$ cat src/rtl/wb_bus_arbiter_pkg.sv
// Shared types for the two-master Wishbone arbiter: the grant FSM states,
// the master identifiers used for round-robin history, and the watchdog width.
package wb_bus_arbiter_pkg;

    typedef enum logic [1:0] {ARB_IDLE, ARB_INST, ARB_DATA} arb_state_t;
    typedef enum logic {ARB_M_INST, ARB_M_DATA} arb_master_t;

    localparam int WDOG_W = 16;

    // Bus state that grants the given master.
    function automatic arb_state_t grant_state(arb_master_t m);
        return (m == ARB_M_INST) ? ARB_INST : ARB_DATA;
    endfunction

    // Round-robin pick on a tie: whoever did not release last.
    function automatic arb_master_t rr_pick(arb_master_t last);
        return (last == ARB_M_INST) ? ARB_M_DATA : ARB_M_INST;
    endfunction

endpackage

$ cat src/rtl/wb_bus_arbiter_if.sv
// Wishbone B4 classic port bundle. The master modport is the side that
// issues requests; the slave modport is the side that answers them.
interface wb_bus_arbiter_if #(
    parameter int ADDR_W = 32,
    parameter int DATA_W = 32
);
    localparam int SEL_W = DATA_W / 8;

    logic              cyc;
    logic              stb;
    logic              we;
    logic [ADDR_W-1:0] adr;
    logic [DATA_W-1:0] dat_w;
    logic [SEL_W-1:0]  sel;
    logic [DATA_W-1:0] dat_r;
    logic              ack;
    logic              err;

    modport master (
        output cyc, stb, we, adr, dat_w, sel,
        input  dat_r, ack, err
    );

    modport slave (
        input  cyc, stb, we, adr, dat_w, sel,
        output dat_r, ack, err
    );

endinterface

$ cat src/rtl/wb_bus_arbiter_watchdog.sv
// Per-transfer watchdog: counts consecutive strobed cycles without a slave
// answer and pulses 'expired' for one cycle when the count hits TIMEOUT.
module bus_watchdog
    import wb_bus_arbiter_pkg::*;
#(
    parameter int TIMEOUT = 255
) (
    input  logic clk,
    input  logic rst,
    input  logic strobe,
    input  logic done,
    input  logic clear,
    output logic expired
);

    localparam logic [WDOG_W-1:0] LIMIT = WDOG_W'(TIMEOUT);

    logic [WDOG_W-1:0] count_q;
    logic              at_limit;

    assign at_limit = (count_q == LIMIT);
    // A real slave answer on the same cycle beats the timeout.
    assign expired  = strobe && !done && !clear && at_limit;

    // Wait counter; restarts on any answer, grant change, idle bus or expiry.
    always_ff @(posedge clk) begin
        // NOTE: registers take non-blocking assignments so every flop samples pre-edge values.
        if (!rst) begin
            count_q <= '0;
        end else if (clear || done || !strobe || at_limit) begin
            count_q <= '0;
        end else begin
            count_q <= count_q + WDOG_W'(1);
        end
    end

endmodule

$ cat src/rtl/wb_bus_arbiter.sv
// Two-master to one-slave Wishbone classic arbiter. Round-robin on ties,
// bus locked to a master for the whole of its cyc, registered grant,
// combinational response path, watchdog-generated err on stalled accesses.
module wb_bus_arbiter
    import wb_bus_arbiter_pkg::*;
#(
    parameter int ADDR_W  = 32,
    parameter int DATA_W  = 32,
    parameter int TIMEOUT = 255
) (
    input  logic                   clk,
    input  logic                   rst,
    wb_bus_arbiter_if.slave        i_bus,
    wb_bus_arbiter_if.slave        d_bus,
    wb_bus_arbiter_if.master       m_bus
);

    localparam int SEL_W = DATA_W / 8;

    arb_state_t  state_q, state_d;
    arb_master_t last_q, last_d;

    logic              cyc_mux, stb_mux, we_mux;
    logic [ADDR_W-1:0] adr_mux;
    logic [DATA_W-1:0] dat_mux;
    logic [SEL_W-1:0]  sel_mux;

    logic grant_inst, grant_data;
    logic wdog_clear, wdog_expired;

    // Grant state and round-robin history.
    always_ff @(posedge clk) begin
        if (!rst) begin
            state_q <= ARB_IDLE;
            last_q  <= ARB_M_DATA;
        end else begin
            state_q <= state_d;
            last_q  <= last_d;
        end
    end

    // Next grant: arbitrate from idle, hold while locked, hand over on release.
    always_comb begin
        // NOTE: every output gets a default first so no path infers a latch.
        state_d = state_q;
        last_d  = last_q;
        case (state_q)
            ARB_IDLE: begin
                if (i_bus.cyc && d_bus.cyc) begin
                    state_d = grant_state(rr_pick(last_q));
                end else if (i_bus.cyc) begin
                    state_d = ARB_INST;
                end else if (d_bus.cyc) begin
                    state_d = ARB_DATA;
                end
            end
            ARB_INST: begin
                if (!i_bus.cyc) begin
                    last_d  = ARB_M_INST;
                    state_d = d_bus.cyc ? ARB_DATA : ARB_IDLE;
                end
            end
            ARB_DATA: begin
                if (!d_bus.cyc) begin
                    last_d  = ARB_M_DATA;
                    state_d = i_bus.cyc ? ARB_INST : ARB_IDLE;
                end
            end
            default: state_d = ARB_IDLE;
        endcase
    end

    assign grant_inst = (state_q == ARB_INST);
    assign grant_data = (state_q == ARB_DATA);

    // Shared request mux: granted master's signals, all zero when idle.
    always_comb begin
        cyc_mux = 1'b0;
        stb_mux = 1'b0;
        we_mux  = 1'b0;
        adr_mux = '0;
        dat_mux = '0;
        sel_mux = '0;
        if (grant_inst) begin
            cyc_mux = i_bus.cyc;
            stb_mux = i_bus.stb;
            we_mux  = i_bus.we;
            adr_mux = i_bus.adr;
            dat_mux = i_bus.dat_w;
            sel_mux = i_bus.sel;
        end else if (grant_data) begin
            cyc_mux = d_bus.cyc;
            stb_mux = d_bus.stb;
            we_mux  = d_bus.we;
            adr_mux = d_bus.adr;
            dat_mux = d_bus.dat_w;
            sel_mux = d_bus.sel;
        end
    end

    assign m_bus.cyc   = cyc_mux;
    assign m_bus.stb   = stb_mux;
    assign m_bus.we    = we_mux;
    assign m_bus.adr   = adr_mux;
    assign m_bus.dat_w = dat_mux;
    assign m_bus.sel   = sel_mux;

    // Read data fans out to both masters; handshakes reach only the granted one.
    assign i_bus.dat_r = m_bus.dat_r;
    assign d_bus.dat_r = m_bus.dat_r;
    assign i_bus.ack   = grant_inst & m_bus.ack;
    assign d_bus.ack   = grant_data & m_bus.ack;
    assign i_bus.err   = grant_inst & (m_bus.err | wdog_expired);
    assign d_bus.err   = grant_data & (m_bus.err | wdog_expired);

    // A grant change starts the new owner's wait count from zero.
    assign wdog_clear = (state_d != state_q);

    bus_watchdog #(
        .TIMEOUT (TIMEOUT)
    ) u_watchdog (
        .clk     (clk),
        .rst     (rst),
        .strobe  (stb_mux),
        .done    (m_bus.ack | m_bus.err),
        .clear   (wdog_clear),
        .expired (wdog_expired)
    );

endmodule

$ cat src/flat_wrapper.sv
// flat-port wrapper written by rule: the top's interface ports become plain ports
module wb_bus_arbiter_flat import wb_bus_arbiter_pkg::*;
#(
    parameter int ADDR_W  = 32,
    parameter int DATA_W  = 32,
    parameter int TIMEOUT = 255
)
  (clk, rst, i_bus_cyc, i_bus_stb, i_bus_we, i_bus_adr, i_bus_dat_w, i_bus_sel, i_bus_dat_r, i_bus_ack, i_bus_err, d_bus_cyc, d_bus_stb, d_bus_we, d_bus_adr, d_bus_dat_w, d_bus_sel, d_bus_dat_r, d_bus_ack, d_bus_err, m_bus_cyc, m_bus_stb, m_bus_we, m_bus_adr, m_bus_dat_w, m_bus_sel, m_bus_dat_r, m_bus_ack, m_bus_err);
  wb_bus_arbiter_if #(.ADDR_W(ADDR_W), .DATA_W(DATA_W)) i_bus_i ();
  wb_bus_arbiter_if #(.ADDR_W(ADDR_W), .DATA_W(DATA_W)) d_bus_i ();
  wb_bus_arbiter_if #(.ADDR_W(ADDR_W), .DATA_W(DATA_W)) m_bus_i ();
  input  logic clk;
  input  logic rst;
  input wire logic [$bits(i_bus_i.cyc)-1:0] i_bus_cyc;
  input wire logic [$bits(i_bus_i.stb)-1:0] i_bus_stb;
  input wire logic [$bits(i_bus_i.we)-1:0] i_bus_we;
  input wire logic [$bits(i_bus_i.adr)-1:0] i_bus_adr;
  input wire logic [$bits(i_bus_i.dat_w)-1:0] i_bus_dat_w;
  input wire logic [$bits(i_bus_i.sel)-1:0] i_bus_sel;
  output wire logic [$bits(i_bus_i.dat_r)-1:0] i_bus_dat_r;
  output wire logic [$bits(i_bus_i.ack)-1:0] i_bus_ack;
  output wire logic [$bits(i_bus_i.err)-1:0] i_bus_err;
  input wire logic [$bits(d_bus_i.cyc)-1:0] d_bus_cyc;
  input wire logic [$bits(d_bus_i.stb)-1:0] d_bus_stb;
  input wire logic [$bits(d_bus_i.we)-1:0] d_bus_we;
  input wire logic [$bits(d_bus_i.adr)-1:0] d_bus_adr;
  input wire logic [$bits(d_bus_i.dat_w)-1:0] d_bus_dat_w;
  input wire logic [$bits(d_bus_i.sel)-1:0] d_bus_sel;
  output wire logic [$bits(d_bus_i.dat_r)-1:0] d_bus_dat_r;
  output wire logic [$bits(d_bus_i.ack)-1:0] d_bus_ack;
  output wire logic [$bits(d_bus_i.err)-1:0] d_bus_err;
  output wire logic [$bits(m_bus_i.cyc)-1:0] m_bus_cyc;
  output wire logic [$bits(m_bus_i.stb)-1:0] m_bus_stb;
  output wire logic [$bits(m_bus_i.we)-1:0] m_bus_we;
  output wire logic [$bits(m_bus_i.adr)-1:0] m_bus_adr;
  output wire logic [$bits(m_bus_i.dat_w)-1:0] m_bus_dat_w;
  output wire logic [$bits(m_bus_i.sel)-1:0] m_bus_sel;
  input wire logic [$bits(m_bus_i.dat_r)-1:0] m_bus_dat_r;
  input wire logic [$bits(m_bus_i.ack)-1:0] m_bus_ack;
  input wire logic [$bits(m_bus_i.err)-1:0] m_bus_err;
  assign i_bus_i.cyc = i_bus_cyc;
  assign i_bus_i.stb = i_bus_stb;
  assign i_bus_i.we = i_bus_we;
  assign i_bus_i.adr = i_bus_adr;
  assign i_bus_i.dat_w = i_bus_dat_w;
  assign i_bus_i.sel = i_bus_sel;
  assign i_bus_dat_r = i_bus_i.dat_r;
  assign i_bus_ack = i_bus_i.ack;
  assign i_bus_err = i_bus_i.err;
  assign d_bus_i.cyc = d_bus_cyc;
  assign d_bus_i.stb = d_bus_stb;
  assign d_bus_i.we = d_bus_we;
  assign d_bus_i.adr = d_bus_adr;
  assign d_bus_i.dat_w = d_bus_dat_w;
  assign d_bus_i.sel = d_bus_sel;
  assign d_bus_dat_r = d_bus_i.dat_r;
  assign d_bus_ack = d_bus_i.ack;
  assign d_bus_err = d_bus_i.err;
  assign m_bus_cyc = m_bus_i.cyc;
  assign m_bus_stb = m_bus_i.stb;
  assign m_bus_we = m_bus_i.we;
  assign m_bus_adr = m_bus_i.adr;
  assign m_bus_dat_w = m_bus_i.dat_w;
  assign m_bus_sel = m_bus_i.sel;
  assign m_bus_i.dat_r = m_bus_dat_r;
  assign m_bus_i.ack = m_bus_ack;
  assign m_bus_i.err = m_bus_err;
  wb_bus_arbiter #(.ADDR_W(ADDR_W), .DATA_W(DATA_W), .TIMEOUT(TIMEOUT)) u_core (.clk(clk), .rst(rst), .i_bus(i_bus_i), .d_bus(d_bus_i), .m_bus(m_bus_i));
endmodule
$ cat config.mk
export PLATFORM = sky130hd
export DESIGN_NAME = wb_bus_arbiter_flat
export DESIGN_NICKNAME = d
export VERILOG_FILES = /design/src/rtl/wb_bus_arbiter_pkg.sv /design/src/rtl/wb_bus_arbiter_if.sv /design/src/rtl/wb_bus_arbiter_watchdog.sv /design/src/rtl/wb_bus_arbiter.sv /design/src/flat_wrapper.sv
export SDC_FILE = /design/constraint.sdc
export NUM_CORES = 1
export LEC_CHECK = 0
export BUFFER_PORTS_ARGS = -buffer_cell sky130_fd_sc_hd__buf_4
export CAP_MARGIN = 20
export CORE_AREA = 2 2 123 125
export DETAILED_ROUTE_END_ITERATION = 8
export DIE_AREA = 0 0 125 127
export GPL_TIMING_DRIVEN = 0
export MAX_ROUTING_LAYER = met4
export SLEW_MARGIN = 20
export SYNTH_ARGS = -nofsm -noshare
export SYNTH_HDL_FRONTEND = slang
export SYNTH_SLANG_ARGS = --single-unit
export TNS_END_PERCENT = 100
$ cat constraint.sdc
create_clock -name clk -period 4.3 [get_ports clk]
set_input_delay 0.215 -clock clk [delete_from_list [all_inputs] [get_ports clk]]
set_output_delay 0.215 -clock clk [all_outputs]
set_load 0.01 [all_outputs]
=== After elaboration in Yosys (flattened, before gate mapping) ===
Cells that the tools add are included.

* Input port bits: 178
* Output and inout bits: 139
* Bits in registers: 19

* Add/sub/neg operators: 1
* Bitwise gates (word level): 7
* Mux-type cells: 24
* Reduce and logical (&&, ||, !) cells: 14
* Eq/ne operators: 6

{| class="wikitable"
|+ Operators with widths
! operator !! count
|-
| 2-to-1 mux 32 bit || 4
|-
| adder 16 x 1 -> 16 bit (second input constant) || 1
|-
| equality test 16 x 8 -> 1 bit (second input constant) || 1
|-
| 2-to-1 mux 2 bit || 7
|-
| 2-to-1 mux 1 bit || 9
|-
| 2-to-1 mux 4 bit || 2
|-
| one-hot mux 2 bit (3 select lines) || 1
|-
| AND 1 bit || 4
|-
| logical AND 1 bit || 4
|-
| inequality test 2 bit (second input constant) || 2
|-
| zero test 1 bit || 3
|-
| logical OR 1 bit || 3
|-
| AND reduction 3 bit || 1
|-
| equality test 2 x 1 -> 1 bit (second input constant) || 1
|-
| equality test 2 bit (second input constant) || 1
|-
| zero test 2 bit || 1
|-
| inequality test 2 bit || 1
|-
| bitwise OR 1 bit || 2
|-
| one-hot mux 1 bit (2 select lines) || 1
|-
| nonzero test 2 bit || 1
|-
| OR reduction 2 bit || 1
|-
| inverter 1 bit || 1
|}

=== Depth between registers and ports, before layout ===
Gate-level depths: netlist of run 1.

* Word-level depth: 10
* Mapped depth: 6

=== Hierarchy ===
A second synthesis of run 1 with hierarchy kept.

* Cells, all modules: 256
* Area total of the unflattened synthesis: 2167.1 um^2

{| class="wikitable"
|+ Modules (own cells, without submodules)
! module !! instances !! sequential area each (um^2) !! cells each !! area each (um^2)
|-
| wb_bus_arbiter || 1 || 60.1 || 176 || 1437.6
|-
| bus_watchdog || 1 || 320.3 || 80 || 729.4
|}

=== Least setup slack after synthesis of run 1 ===
Ideal clock, no wire load.

* Path kind: register to output
* From: register u_core.u_watchdog.count_q[10]
* To: output d_bus_err
* Data required time: 4085 ps
* Arrival: 1418 ps
* Path slack: 2667 ps
* Path buffers: 0
* Cell stages (with the launch flop): 5
* Cells stage by stage: dfxtp_1 -> or4_4 -> nor4_4 -> a31oi_1 -> nor2b_1

* Word-level cells in the longest chain between the ends: 4

{| class="wikitable"
|+ Ends and longest elaborated chain
! what !! line !! RTL
|-
| start: declaration || wb_bus_arbiter_watchdog.sv:18 || <nowiki>logic [WDOG_W-1:0] count_q;</nowiki>
|-
| start signal: assignment || wb_bus_arbiter_watchdog.sv:33 || <nowiki>count_q <= count_q + WDOG_W'(1);</nowiki>
|-
| equality test 16 x 8 -> 1 bit || wb_bus_arbiter_watchdog.sv:21 || <nowiki>assign at_limit = (count_q == LIMIT);</nowiki>
|-
| logical AND 1 bit || wb_bus_arbiter_watchdog.sv:23 || <nowiki>assign expired = strobe && !done && !clear && at_limit;</nowiki>
|-
| bitwise OR 1 bit || wb_bus_arbiter.sv:114 || <nowiki>assign d_bus.err = grant_data & (m_bus.err | wdog_expired);</nowiki>
|-
| AND 1 bit || wb_bus_arbiter.sv:114 ||
|-
| end: declaration || flat_wrapper.sv:31 || <nowiki>output wire logic [$bits(d_bus_i.err)-1:0] d_bus_err;</nowiki>
|}

Every way passes these cells.

=== Final worst setup path of run 1 ===
* From: register u_core.state_q[1]
* To: output m_bus_dat_w[19]

* Word-level cells in the longest chain between the ends: 3
* Elaborated cells between the ends (all ways): 4
* Classes of those cells: eq/ne: 2; mux: 2

{| class="wikitable"
|+ Ends and longest elaborated chain
! what !! line !! RTL
|-
| start: declaration || wb_bus_arbiter.sv:20 || <nowiki>arb_state_t state_q, state_d;</nowiki>
|-
| start signal: assignment || wb_bus_arbiter.sv:37 || <nowiki>state_q <= state_d;</nowiki>
|-
| equality test 2 bit || wb_bus_arbiter.sv:74 || <nowiki>assign grant_data = (state_q == ARB_DATA);</nowiki>
|-
| 2-to-1 mux 32 bit || wb_bus_arbiter.sv:91 || <nowiki>end else if (grant_data) begin</nowiki>
|-
| 2-to-1 mux 32 bit (*) || wb_bus_arbiter.sv:84 || <nowiki>if (grant_inst) begin</nowiki>
|-
| end: declaration || flat_wrapper.sv:36 || <nowiki>output wire logic [$bits(m_bus_i.dat_w)-1:0] m_bus_dat_w;</nowiki>
|}

Mark *: on every way between the ends. The rest lies on a longest branch, timed or not.

==> run_results.csv, run 1 <==
group,metric,value,unit
timing,hold_viol_final,0,
finish,drive_gt1_share,65.3,%
floorplan,die_w,125,um
global_routing,grt_overflow,0,
timing,clock_skew,1.96,ps
route,ant_nets,0,
cts,htreeDepth,1,
finish,seq_area,380,um^2
route,vias,3031,
synthesis,ys_warn_count,0,
timing,max_slew_margin,52.6,%
finish,diodes,0,
power_and_ir_drop,cellPowerDensity,175,nW/um^2
critical_path,cp_max_fo,10,
cts,root_buffer,"clkbuf_16",
global_routing,grt_pass1_wl,17100,um
critical_path,startpoint_type,"flip-flop",
synthesis,synth_cells,262,
floorplan,start_util,14.7,%
synthesis,synth_top_cell_area_share,28.6,%
cts,ctsHoldBuffers,0,
finish,fin_nets,730,
route,drt-initial-drc-count,124,
place,gp_congestion,0.912,
finish,fin_cells,734,
finish,fin_util,31.6,%
power_and_ir_drop,irDropWorstVdd,263,uV
route,wl_per_cell,15.9,um
power_and_ir_drop,power.total,798,uW
route,wl,11700,um
critical_path,worstSetupEndpointType,"output pin",
global_routing,grt_usage,13.6,%
run,maxCapViolCount,0,
timing,period_share,58.7,%
finish,final_cell_mix,"348 x buf_4, 69 x a22o_1, 20 x nor2_1",
cts,cts_buffer_depth,2,
timing,min_period,2520,ps
synthesis,synth_nets,441,
critical_path,path_class,"flip-flop to output pin",
finish,multi_input_area,1160,um^2
floorplan,boundaryPins,317,
place,place_area,4480,um^2
cts,numCtsBuffers,3,
timing,rsz0062_at_grt,"false",
synthesis,yosysUniqueCellTypes,29,
synthesis,syn_area_per_cell,8.07,um^2
cts,cts_resized,0,
route,first_pass_iters,4,
timing,tightest_slew,712,ps
cts,cts_tree,"built",
cts,clock-sinks,19,
min_path,hold_path_class,"input port to flip-flop",
cts,cts_setup_buffers,0,
critical_path,arrival,2310,ps
critical_path,required,4090,ps
cts,clk_latency,250,ps
global_routing,grt_max_degree,13,
global_routing,grt_pass1_vias,3062,
floorplan,fp.dieH,127,um
place,portBuffers,284,
floorplan,dieArea,15900,um^2
synthesis,ys_seq_elements,19,
route,drc,0,
finish,postLayoutCellArea,4560,um^2
status,status,"finished clean",
synthesis,yosysTopAreaCell,"a22o_1",
timing,max_freq,397,MHz
global_routing,antenna_found_initial,0,
power_and_ir_drop,p_leak,2.35,nW
cts,cts.clk_slew.worst_paths,60,ps
timing,finalSetupTns,0,ps
floorplan,coreArea,14400,um^2
route,via_per_inst,4.13,
synthesis,synth_seq_area_share,18.0,%
finish,fillCellCount,1539,
finish,areaGrowthSynthToFinish,116,%
place,dp_cells,730,
timing,setup_viol,0,
floorplan,rows,44,
synthesis,synth_area,2110,um^2
synthesis,synth.area.top_cells,"a22o_1 29%, buf_4 23%, dfxtp_1 18%",
timing,slew_viol_final,0,
finish,final_common_cell,"buf_4",
place,dp_hpwl,9920,um
==> synth_stat cells <==
cell	n
a21oi_1	1
a22o_1	69
a31oi_1	2
and2_1	2
and3_1	3
buf_2	2
buf_4	64
buf_6	1
clkbuf_1	16
dfxtp_1	19
ha_1	1
inv_1	3
nand2_1	7
nand3_1	8
nand3b_1	4
nand4_1	2
nand4_2	1
nand4b_4	1
nor2_1	20
nor2b_1	7
nor3_1	4
nor4_1	3
nor4_4	1
o21ai_0	2
o22ai_1	2
or4_1	2
or4_4	1
xnor2_1	11
xor2_1	3
==> metal layers <==
metal  up-vias  global-route usage, %  wire length [um]
met5         -                      -                 0
met4         0                   1.44                90
met1      1404                   15.9              4640
met3         8                   2.51               738
met2       150                   25.0              6240
li1       1469                      -                 -
==> final timing paths <==
kind / startpoint / endpoint / slack (ps) / cells after the start
max: u_core.state_q[1] / m_bus_dat_w[19] / 1780 / 6
min reg2reg: u_core.u_watchdog.count_q[0] / u_core.u_watchdog.count_q[0] / 470 / 1
max reg2reg: u_core.u_watchdog.count_q[0] / u_core.u_watchdog.count_q[6] / 2510 / 6
min: rst / u_core.last_q / 140 / 2
==> per-stage QoR <==
stage / setup WS, ps / hold slack (ps)
finish: 1780 / 143
global route: 1630 / 152
CTS: 1780 / 137
detailed placement: 2070 / 408
global placement: 2110 / 406
floorplan: 2670 / 277
==> report_power, final <==
| group | internal (mW) | leakage [nW] | switching [mW] | total, mW |
|---|---|---|---|---|
| clock | 0.126 | 0.0371 | 0.0709 | 0.197 |
| combinational | 0.256 | 2.16 | 0.165 | 0.422 |
| sequential | 0.178 | 0.154 | 0.00113 | 0.179 |
| total | 0.560 | 2.35 | 0.237 | 0.798 |
==> flip-flops by register name, summed over array words and instances (netlist names) <==
signal and cells:
u_core.last_q 1, u_core.state_q 2, u_core.u_watchdog.count_q 16
==> cells by family (layout without fill, tap and decap cells) <==
family          count (synthesis)  count (layout)  share of synthesized area, %
buf+inv                        86             374                          27.1
compound gates                 76              76                          30.5
fa+ha+maj                       1               1                         0.592
xor+xnor                       14              14                          5.80
flops                          19              19                          18.0
simple gates                   66              66                          18.0
==> critical path: stages (launching register included) <==
cell	delay, ps
dfxtp_1	340
buf_2	200
nor2b_1	150
clkbuf_1	550
clkbuf_1	400
a22o_1	270
buf_4	140
==> cell type report <==
| cell class | instances | share of cell area, % |
|---|---|---|
| Inverter | 3 | 0.247 |
| Clock buffer | 3 | 1.65 |
| Tap cell | 184 | 5.05 |
| Clock inverter | 1 | 0.165 |
| Multi-Input combinational cell | 157 | 25.5 |
| Sequential cell | 19 | 8.34 |
| Timing Repair Buffer | 284 | 46.8 |
| Buffer | 83 | 12.3 |
No activity file was read; power rests on OpenSTA's default activity.
==> run 2, diff against run 1 <==
- ABC_AREA: unset -> 1
- clock period: 4.3 -> 2.11 ns (I/O delays scaled with it)
==> run_results.csv, run 2 <==
group,metric,value,unit
floorplan,start_util,17.5,%
run,maxCapViolCount,0,
route,wl,12200,um
power_and_ir_drop,comb_power_share,55.9,%
critical_path,cpMaxStageDelayCell,"dfxtp_1",
finish,diodes,0,
timing,whs,68.3,ps
finish,areaGrowthSynthToFinish,97.2,%
power_and_ir_drop,p_leak,2.78,nW
route,wl_per_cell,13.2,um
synthesis,synth.area.top_cells,"nand2_1 25%, buf_4 19%, nand3_1 17%",
cts,clock-sinks,19,
finish,final_cell_mix,"348 x buf_4, 169 x nand2_1, 87 x nand3_1",
synthesis,syn_area_per_cell,5.59,um^2
synthesis,yosysMostFrequentCell,"nand2_1",
cts,clk_latency,250,ps
finish,largest-register,"u_core.u_watchdog.count_q",
power_and_ir_drop,cellPowerDensity,342,nW/um^2
critical_path,cpPeakStageDelay,360,ps
power_and_ir_drop,p_sw_share,32.2,%
synthesis,synth_nets,629,
floorplan,rows,44,
synthesis,synth_top_cell_area_share,25.2,%
finish,final_common_cell,"buf_4",
cts,cts_buffer_depth,2,
global_routing,grt_pass1_wl,17800,um
finish,top_regs,"u_core.u_watchdog.count_q x16, u_core.state_q x2, u_core.last_q x1",
timing,finalSetupTns,0,ps
timing,slew_viol_final,0,
timing,min_period,1910,ps
synthesis,ys_warn_count,0,
critical_path,cp_max_fo,4,
route,via_per_inst,3.98,
synthesis,synth_cells,450,
route,drt-initial-drc-count,136,
timing,rsz0062_at_grt,"false",
synthesis,yosysTopAreaCell,"nand2_1",
finish,fin_cells,920,
synthesis,synth_area,2520,um^2
synthesis,async_reset_ff_share,0,%
global_routing,grt_overflow,0,
route,ant_nets,0,
power_and_ir_drop,p_seq_share,21.6,%
critical_path,arrival,1800,ps
synthesis,yosysUniqueCellTypes,26,
critical_path,required,2000,ps
finish,fin_nets,916,
synthesis,synth_seq_area_share,15.1,%
cts,cts_tree,"built",
critical_path,worstSetupEndpointType,"output pin",
global_routing,grt_usage,14.1,%
route,vias,3663,
floorplan,boundaryPins,317,
power_and_ir_drop,irDropWorstVdd,229,uV
cts,numCtsBuffers,3,
floorplan,coreArea,14400,um^2
place,dp_hpwl,10600,um
timing,hold_viol_final,0,
finish,fin_util,34.4,%
route,first_pass_iters,5,
power_and_ir_drop,power.total,1.70,mW
cts,root_buffer,"clkbuf_16",
timing,period_share,90.5,%
finish,drive_gt1_share,51.6,%
status,status,"finished clean",
floorplan,dieArea,15900,um^2
power_and_ir_drop,p_switching,547,uW
route,drc,0,
timing,clock_skew,2.60,ps
timing,max_slew_margin,68.4,%
finish,largest_reg_flops,16,
global_routing,grt_pass1_vias,3390,
global_routing,antenna_found_initial,0,
synthesis,synth_enable_flop_cells,0,
synthesis,synthFlopType,"dfxtp_1",
synthesis,ys_seq_elements,19,
cts,ctsHoldBuffers,0,
power_and_ir_drop,pwr-share-clk,22.5,%
critical_path,path_class,"flip-flop to output pin",
power_and_ir_drop,power.internal,1.15,mW
timing,setup_viol,0,
cts,cts.clk_slew.worst_paths,50,ps
floorplan,die_w,125,um
synthesis,synthTopCellsByCount,"169 x nand2_1, 87 x nand3_1, 64 x buf_4",
floorplan,fp.dieH,127,um
timing,max_freq,524,MHz
place,gp_congestion,0.841,
min_path,hold_path_class,"input port to flip-flop",
cts,htreeDepth,1,
place,dp_cells,918,
timing,tightest_slew,474,ps
place,portBuffers,284,
critical_path,crit_chain,"ha_1, nand2_1, nor2_4, nand2_1, nor2_2, nand3_1, a21oi_1, buf_4",
global_routing,grt_max_degree,11,
critical_path,startpoint_type,"flip-flop",
critical_path,crit_top_cell,"nand2_1",
==> run 2: cell types whose count changed after synthesis, moves of 5 or more <==
cell and delta:
nand3_1 +79, a21oi_1 +6, a22o_1 -69, nor2b_1 -7, xor2_1 +5, nor2_2 +11
inv_1 +19, nand2_1 +162, xnor2_1 -10
==> run 2: routing by layer <==
metal	wire, um	global-route usage [%]	vias up
met4	29	1.76	0
met5	0	-	-
met3	1030	2.76	4
met2	6350	25.9	196
met1	4750	16.5	1540
li1	-	-	1923
==> run 2: timing repair <==
action                                  in CTS  in global routing
gates resized for setup                      2                  7
setup buffers                                0                  0
endpoints found under the setup margin      10                 13
==> run 2: worst paths after layout <==
| path | startpoint | to | slack [ps] | cells after the start |
|---|---|---|---|---|
| setup / recovery | u_core.u_watchdog.count_q[0] | d_bus_err | 200 | 8 |
| hold / removal | rst | u_core.last_q | 70 | 2 |
| setup reg to reg | u_core.u_watchdog.count_q[0] | u_core.u_watchdog.count_q[2] | 460 | 9 |
| hold reg to reg | u_core.u_watchdog.count_q[0] | u_core.u_watchdog.count_q[0] | 450 | 1 |
==> run 2: critical path: cells and delay by family, from the launching register on <==
| kind | cells | cell delay (ps) |
|---|---|---|
| AO/OA/AOI/OAI | 1 | 170 |
| AND/OR/NAND/NOR | 5 | 670 |
| adder cells (fa/ha/maj) | 1 | 200 |
| buffers and inverters | 1 | 170 |
| flip-flops | 1 | 360 |
==> run 2: area by class of cell <==
class,instances,area (um^2)
Inverter,24,91.3
Multi-Input combinational cell,319,1460
Buffer,86,591
Tap cell,184,230
Timing Repair Buffer,284,2130
Clock buffer,4,78.8
Fill cell,1587,9460
Sequential cell,19,380
==> run 2: kinds of logic after synthesis <==
group	Yosys count	synth area share (%)
adders and majority gates	1	0.497
xor gates and xnor gates	9	3.13
buffers and inverters	112	27.2
DFF	19	15.1
and+or+nand+nor	300	52.2
AOI/OAI and AO/OA	9	1.79
==> run 2: power groups by stage <==
| stage | combinational (mW) | clock, mW | sequential, mW |
|---|---|---|---|
| 6_report | 0.949 | 0.382 | 0.367 |
| 5_1_grt | 1.03 | 0.415 | 0.367 |
| 4_1_cts | 0.964 | 0.399 | 0.367 |
| 3_5_place_dp | 0.960 | 0 | 0.375 |
| 3_3_place_gp | 0.959 | 0 | 0.375 |
| 2_1_floorplan | 0.405 | 0 | 0.374 |
==> run 2: stage by stage <==
| stage | instance area (um^2) | setup WS, ps |
|---|---|---|
| 3_3_place_gp | 4880 | 13.7 |
| 6_report | 4960 | 200 |
| 3_5_place_dp | 4880 | 63.1 |
| 4_1_cts | 4960 | 20.5 |
| 2_1_floorplan | 2520 | 587 |
| 5_1_grt | 4960 | 16.0 |
